--- config.mk ---
export PLATFORM = sky130hd
export DESIGN_NAME = audio_record_controller
export DESIGN_NICKNAME = d
export VERILOG_FILES = /design/src/rtl/audio_record_controller.sv
export SDC_FILE = /design/constraint.sdc
export NUM_CORES = 1
export LEC_CHECK = 0
export CORE_MARGIN = 5
export CORE_UTILIZATION = 56
export CTS_CLUSTER_SIZE = 25
export DETAILED_ROUTE_END_ITERATION = 10
export PLACE_DENSITY = 0.93
export RECOVER_POWER = 50
export SKIP_LAST_GASP = 1
export SYNTH_ARGS = -nofsm -noshare
export SYNTH_HDL_FRONTEND = slang
export SYNTH_SLANG_ARGS = --single-unit
--- constraint.sdc ---
create_clock -name clock_i -period 7.02 [get_ports clock_i]
set_input_delay 1.053 -clock clock_i [delete_from_list [all_inputs] [get_ports clock_i]]
set_output_delay 1.053 -clock clock_i [all_outputs]
set_load 0.005 [all_outputs]
--- src/rtl/audio_record_controller.sv ---
// Record/playback sequencer between command pulses, PDM deserializer, sample RAM and serializer.
// Define LOOP_PLAYBACK_EN to make playback wrap to the first sample instead of stopping.
module audio_record_controller #(
  parameter int ADDR_W = 17,
  parameter int DATA_W = 16
) (
  input  logic              clock_i,
  input  logic              reset_i,
  input  logic              record_start_i,
  input  logic              play_start_i,
  input  logic              stop_i,
  output logic              des_enable_o,
  input  logic              des_done_i,
  input  logic [DATA_W-1:0] des_data_i,
  output logic              mem_we_o,
  output logic [ADDR_W-1:0] mem_addr_o,
  output logic [DATA_W-1:0] mem_wdata_o,
  input  logic [DATA_W-1:0] mem_rdata_i,
  output logic              ser_enable_o,
  output logic [DATA_W-1:0] ser_data_o,
  input  logic              ser_done_i,
  output logic [1:0]        state_o,
  output logic [ADDR_W:0]   rec_len_o
);

  typedef enum logic [1:0] {
    ST_IDLE       = 2'd0,
    ST_RECORD     = 2'd1,
    ST_PLAY_FETCH = 2'd2,
    ST_PLAY_WAIT  = 2'd3
  } state_t;

  localparam logic [ADDR_W:0] FULL_LEN = {1'b1, {ADDR_W{1'b0}}};

  state_t              state_q, state_d;
  logic [ADDR_W-1:0]   wr_ptr_q, wr_ptr_d;
  logic [ADDR_W:0]     rd_ptr_q, rd_ptr_d;
  logic [ADDR_W:0]     rec_len_q, rec_len_d;
  logic                we_q, we_d;
  logic [ADDR_W-1:0]   waddr_q, waddr_d;
  logic [DATA_W-1:0]   wdata_q, wdata_d;
  logic                drain_q, drain_d;
  logic                fetch_ph_q, fetch_ph_d;
  logic [DATA_W-1:0]   ser_data_q, ser_data_d;
  logic                full;
  logic                accept;

  assign full   = (rec_len_q == FULL_LEN);
  // drain_q: stop arrived with a sample; stay in RECORD one more cycle so its write lands there
  assign accept = (state_q == ST_RECORD) && des_done_i && !full && !drain_q;

  always_ff @(posedge clock_i or posedge reset_i) begin
    if (reset_i) begin
      state_q    <= ST_IDLE;
      wr_ptr_q   <= '0;
      rd_ptr_q   <= '0;
      rec_len_q  <= '0;
      we_q       <= 1'b0;
      waddr_q    <= '0;
      wdata_q    <= '0;
      drain_q    <= 1'b0;
      fetch_ph_q <= 1'b0;
      ser_data_q <= '0;
    end else begin
      state_q    <= state_d;
      wr_ptr_q   <= wr_ptr_d;
      rd_ptr_q   <= rd_ptr_d;
      rec_len_q  <= rec_len_d;
      we_q       <= we_d;
      waddr_q    <= waddr_d;
      wdata_q    <= wdata_d;
      drain_q    <= drain_d;
      fetch_ph_q <= fetch_ph_d;
      ser_data_q <= ser_data_d;
    end
  end

  always_comb begin
    state_d    = state_q;
    wr_ptr_d   = wr_ptr_q;
    rd_ptr_d   = rd_ptr_q;
    rec_len_d  = rec_len_q;
    we_d       = 1'b0;
    waddr_d    = waddr_q;
    wdata_d    = wdata_q;
    drain_d    = 1'b0;
    fetch_ph_d = 1'b0;
    ser_data_d = ser_data_q;

    if (accept) begin
      we_d      = 1'b1;
      waddr_d   = wr_ptr_q;
      wdata_d   = des_data_i;
      wr_ptr_d  = wr_ptr_q + 1'b1;
      rec_len_d = rec_len_q + 1'b1;
    end

    case (state_q)
      ST_IDLE: begin
        ser_data_d = '0;
        if (record_start_i) begin
          state_d   = ST_RECORD;
          wr_ptr_d  = '0;
          rec_len_d = '0;
        end else if (play_start_i && (rec_len_q != '0)) begin
          state_d  = ST_PLAY_FETCH;
          rd_ptr_d = '0;
        end
      end
      ST_RECORD: begin
        // full becomes true on the cycle the final write is presented, so leaving here is safe
        if (full || drain_q) begin
          state_d = ST_IDLE;
        end else if (stop_i) begin
          if (accept) drain_d = 1'b1;
          else        state_d = ST_IDLE;
        end
      end
      ST_PLAY_FETCH: begin
        if (stop_i) begin
          state_d    = ST_IDLE;
          ser_data_d = '0;
        end else if (!fetch_ph_q) begin
          fetch_ph_d = 1'b1;
        end else begin
          ser_data_d = mem_rdata_i;
          rd_ptr_d   = rd_ptr_q + 1'b1;
          state_d    = ST_PLAY_WAIT;
        end
      end
      ST_PLAY_WAIT: begin
        if (stop_i) begin
          state_d    = ST_IDLE;
          ser_data_d = '0;
        end else if (ser_done_i) begin
          if (rd_ptr_q == rec_len_q) begin
`ifdef LOOP_PLAYBACK_EN
            rd_ptr_d = '0;
            state_d  = ST_PLAY_FETCH;
`else
            state_d    = ST_IDLE;
            ser_data_d = '0;
`endif
          end else begin
            state_d = ST_PLAY_FETCH;
          end
        end
      end
      default: state_d = ST_IDLE;
    endcase
  end

  assign des_enable_o = (state_q == ST_RECORD) && !full && !drain_q;
  assign mem_we_o     = we_q;
  assign mem_addr_o   = (state_q == ST_PLAY_FETCH) ? rd_ptr_q[ADDR_W-1:0] :
                        (we_q ? waddr_q : '0);
  assign mem_wdata_o  = we_q ? wdata_q : '0;
  assign ser_enable_o = state_q[1];
  assign ser_data_o   = ser_data_q;
  assign state_o      = state_q;
  assign rec_len_o    = rec_len_q;

endmodule

# Word level (Yosys, flattened, before mapping)
# Index checks and enable logic that the tools add are counted.
# Widths: inputs -> output; s select.
# word_totals
reg_bits	107
latchBits	0
ram_bits	0
mem_bits_ro	0
in_bits	39
output_inout_bits	72
wordCells	82
memories	0
# classes
add_sub_neg	3
n_mul	0
div	0
n_lt_le_gt_ge	0
eq_ne	15
n_shift	0
muxes	38
n_bitwise	0
reduce_logical	16
# ops
operator	count
$mux 18	7
$mux 16	6
$mux 17	5
$pmux 16 s3	1
$add 18x1->18 const B	2
$pmux 18 s2	1
$mux 2	10
$eq 18x18->1	1
$eq 18x18->1 const B	1
$reduce_bool 18->1	1
$add 17x1->17 const B	1
$ne 3x3->1 const B	4
$reduce_and 5->1	2
$ne 2x2->1 const B	4
$pmux 2 s4	1
$mux 1	7
$logic_and 1x1->1	6
$ne 3x2->1 const B	2
$eq 2x2->1 const B	2
$reduce_and 4->1	1
$reduce_bool 3->1	1
$eq 2x1->1 const B	1
$logic_not 1->1	2
$logic_not 2->1	1
2 further kinds	2

# Depth between registers and ports, before layout
# depth
ltp_word	8
depth_mapped	10
depth_no_buf	9

# Worst setup path after synthesis
# OpenSTA, ideal clock, no wires.
# synth_timing
kind	flip-flop to output port
startpoint	register state_q[1], in the netlist state_o[1]
endpoint	output port mem_addr_o[10]
arrival_time_ns	1.319
required_time_ns	5.967
slack_ns	4.648
stages_incl_launch_ff	7
path_buffers	3
path_cell_list	dfrtp_1 -> buf_2 -> nor2b_1 -> clkbuf_1 -> clkbuf_1 -> nand2_1 -> nand2_1
# synth_via
elab_chain_len	2
# synth_rtl
item	line_no	source
start: declaration	35	state_t state_q, state_d;
start signal: assignment	65	state_q <= state_d;
$eq 2x2->1	155	assign mem_addr_o = (state_q == ST_PLAY_FETCH) ? rd_ptr_q[ADDR_W-1:0] :
$mux 17	155	
end: declaration	16	output logic [ADDR_W-1:0] mem_addr_o,
# Every way passes these cells.

# Worst setup path in the final report
# layout_timing
startpoint	register rec_len_q[0], in the netlist rec_len_o[0]
endpoint	register wr_ptr_q[2]
# layout_via
elab_chain_len	7
# layout_rtl
item	line_no	source
start: declaration	38	logic [ADDR_W:0] rec_len_q, rec_len_d;
start signal: assignment	68	rec_len_q <= rec_len_d;
$eq 18x18->1 (*)	48	assign full = (rec_len_q == FULL_LEN);
$logic_not 1->1 (*)	50	assign accept = (state_q == ST_RECORD) && des_done_i && !full && !drain_q;
$logic_and 1x1->1 (*) (2 in a row)	50	
$mux 17 (*)	90	if (accept) begin
$mux 17	101	if (record_start_i) begin
$mux 17 (*)	98	case (state_q)
net wr_ptr_d[2]	36	logic [ADDR_W-1:0] wr_ptr_q, wr_ptr_d;
end signal: assignment	66	wr_ptr_q <= wr_ptr_d;
end: declaration	36	
# The timed path passes the listed nets; every way through them passes the cells marked *.
# A chain may end at the register's enable or synchronous reset.

==> results.json <==
{
  "vias_per_cell": 5.622,
  "path_delay_family": "buffers and inverters",
  "holdWs_ps": 476.3,
  "synthArstFlopShare": 1.000,
  "htreeDepth": 3,
  "postCtsResizedCells": 0,
  "finalHoldViolCount": 0,
  "core-area_um2": 9729,
  "crit_chain": "inv_1 -> ha_1 -> nor4b_1 -> nand4_1 -> o211ai_4 -> clkbuf_1 -> inv_2 -> nand2_1 -> xor2_1 -> nor2_1",
  "row_count": 36,
  "slew_headroom": -0.5037,
  "clk_path_buf_depth": 2,
  "die_area_um2": 11990,
  "grt.total_usage": 0.2453,
  "first_pass_iters": 7,
  "clock_sinks": 107,
  "dp_hpwl_um": 9998,
  "grt_max_degree": 57,
  "dp_slack_ps": 3411,
  "grt_pass1_vias": 4908,
  "cts_tree": "yes",
  "cts-root-buf": "clkbuf_8",
  "grt_pass1_wl_um": 23470,
  "post-route-util": 0.7023,
  "drive_above_1_share": 0.03547,
  "final_cell_mix": "nand2_1 (179), dfrtp_1 (107), clkdlybuf4s50_1 (84)",
  "tightest_slew_ps": 2256,
  "holdBufCountCts": 0,
  "finalPower_mw": 1.757,
  "synth_area_per_cell_um2": 8.676,
  "synth_nets": 682,
  "outcome": "finished with violations",
  "final_common_cell": "nand2_1",
  "die_w_um": 109.5,
  "skew_ps": 11.87,
  "irDropWorstVdd_uv": 173.9,
  "arrival_ps": 5100,
  "violations": "capacitance limit, slew limit",
  "hp-class": "reg -> reg",
  "gp_congestion": 0.8776,
  "clock_latency_ps": 380,
  "area_growth_pct": 23.25,
  "ys_ff_latch": 107,
  "antennaDiodeCount": 0,
  "worst_path_largest_cell_delay_ps": 1620,
  "antenna_found_initial": 0,
  "vias": 4869,
  "fin_crit_sh": 0.6912,
  "cts_setup_buffers": 0,
  "min_period_ps": 4852,
  "fin_setup_tns_ps": 0,
  "fmax_ghz": 0.2061,
  "seqCellArea_um2": 2678,
  "p_per_area_nw_per_um2": 257.1,
  "maxCapViolCount": 2,
  "cp-start-kind": "register",
  "fin_ws_ps": 2168,
  "postLayoutCellArea_um2": 6833,
  "synth_area_leader_cell": "dfrtp_1",
  "antenna_left": 0,
  "critPathSlowestCell": "clkbuf_1",
  "cts_made_buffers": 9,
  "yosys-top-cells-area": "dfrtp_1 (48%), nand2_1 (12%), xor2_1 (4.1%)",
  "synth_area_um2": 5544,
  "cp-end-kind": "register",
  "dp_cells": 850,
  "nets": 771,
  "die_y_um": 109.5,
  "wire_per_inst_um": 16.19,
  "seq_area_frac_synth": 0.4830,
  "finalNonFillerCells": 866,
  "drv_slew": 106,
  "grt.overflow.total": 0,
  "grt_setup_unrepaired": "no",
  "wl_um": 14020,
  "synth-edff-count": 0,
  "finalSetupViolCount": 0,
  "path_class": "reg -> reg",
  "ys.flop_type": "dfrtp_1",
  "synth_top_area_frac": 0.4830,
  "crit_buf_inv": 3,
  "start_util": 0.5698,
  "io_pins": 111,
  "multi_input_area_um2": 2564,
  "port_buffers": 110,
  "synthCells": 639,
  "fillCellCount": 732,
  "place_area_um2": 6638,
  "ys_types": 43,
  "drtIter0Drc": 361,
  "path_clk_slew_ps": 100,
  "yosysWarnings": 0,
  "rrSetupSlack_ps": 2170,
  "worst-path-max-fanout": 52,
  "worstPathRequired_ps": 7270,
  "drc_errors": 0,
  "p_leak_nw": 3.248
}
-- tightest hold or removal path, delay by kind of cell, from the launching register on --
kind          cells  cell delay (ps)
flops             1              350
simple gates      2              100
-- sequential cells by signal, indices dropped and copies added, names as in the netlist --
| signal | cells |
|---|---|
| ser_data_o | 16 |
| wr_ptr_q | 17 |
| state_o | 2 |
| waddr_q | 17 |
| mem_we_o | 1 |
| drain_q | 1 |
| fetch_ph_q | 1 |
| rd_ptr_q | 18 |
| rec_len_o | 18 |
| wdata_q | 16 |
-- path summary, 6_finish.rpt --
path / cells after the start / end / from
worst max-delay path: 10 / wr_ptr_q[2]$_DFF_PP0_ / rec_len_o[0]$_DFF_PP0_
worst min-delay path: 2 / wdata_q[11]$_DFFE_PP0N_ / wdata_q[11]$_DFFE_PP0N_
worst max register to register: 10 / wr_ptr_q[2]$_DFF_PP0_ / rec_len_o[0]$_DFF_PP0_
worst min register to register: 2 / wdata_q[11]$_DFFE_PP0N_ / wdata_q[11]$_DFFE_PP0N_
max in group asynchronous: 3 / rd_ptr_q[10]$_DFFE_PP0P_ / reset_i
min in group asynchronous: 2 / wdata_q[12]$_DFFE_PP0N_ / reset_i
-- area by class of cell --
class	instances	share of cell area
inverter	25	0.01392
multi-input combinational	471	0.3752
timing repair buffer	114	0.1650
clock inverter	5	0.008973
sequential	107	0.3919
clock buffer	11	0.02069
tap	133	0.02435
-- metal layers --
| layer | share of wire | GRT usage |
|---|---|---|
| met5 | 0 | 0 |
| met4 | 0.026 | 0.09439 |
| met3 | 0.080 | 0.04756 |
| met2 | 0.49 | 0.4241 |
| met1 | 0.40 | 0.3038 |
-- synthesized netlist by cell type, types with 2 or more instances --
| cell | number |
|---|---|
| buf_6 | 4 |
| a31oi_1 | 12 |
| nor2b_1 | 2 |
| clkbuf_1 | 13 |
| and4_1 | 4 |
| buf_2 | 9 |
| nor4_2 | 2 |
| nand2_1 | 179 |
| nor2_1 | 48 |
| xnor2_1 | 24 |
| o21ai_0 | 10 |
| and2_1 | 21 |
| and3_1 | 6 |
| or3_1 | 2 |
| nand4_1 | 13 |
| buf_4 | 6 |
| inv_1 | 24 |
| dfrtp_1 | 107 |
| nor3_1 | 17 |
| o21a_1 | 6 |
| xor2_1 | 26 |
| nor4_1 | 9 |
| buf_1 | 3 |
| nand3_1 | 32 |
| mux2i_1 | 18 |
| a21oi_1 | 22 |
| ha_1 | 4 |
-- cell families (layout without fill, tap and decap cells) --
group / Yosys count / in the layout / share of synthesized area
buffers and inverters: 61 / 155 / 0.05574
XOR/XNOR: 50 / 50 / 0.07899
AND/OR/NAND/NOR: 342 / 342 / 0.2787
multiplexers: 18 / 18 / 0.03250
flip-flops: 107 / 107 / 0.4830
adder cells (fa/ha/maj): 4 / 4 / 0.009028
AO/OA/AOI/OAI: 57 / 57 / 0.06206
-- report_power, final --
| part | internal, mW | switching [mW] | leakage [nW] |
|---|---|---|---|
| clock network | 0.177 | 0.210 | 0.104 |
| logic | 0.254 | 0.313 | 1.68 |
| registers | 0.704 | 0.0986 | 1.46 |
No activity file was read; power rests on OpenSTA's default activity.
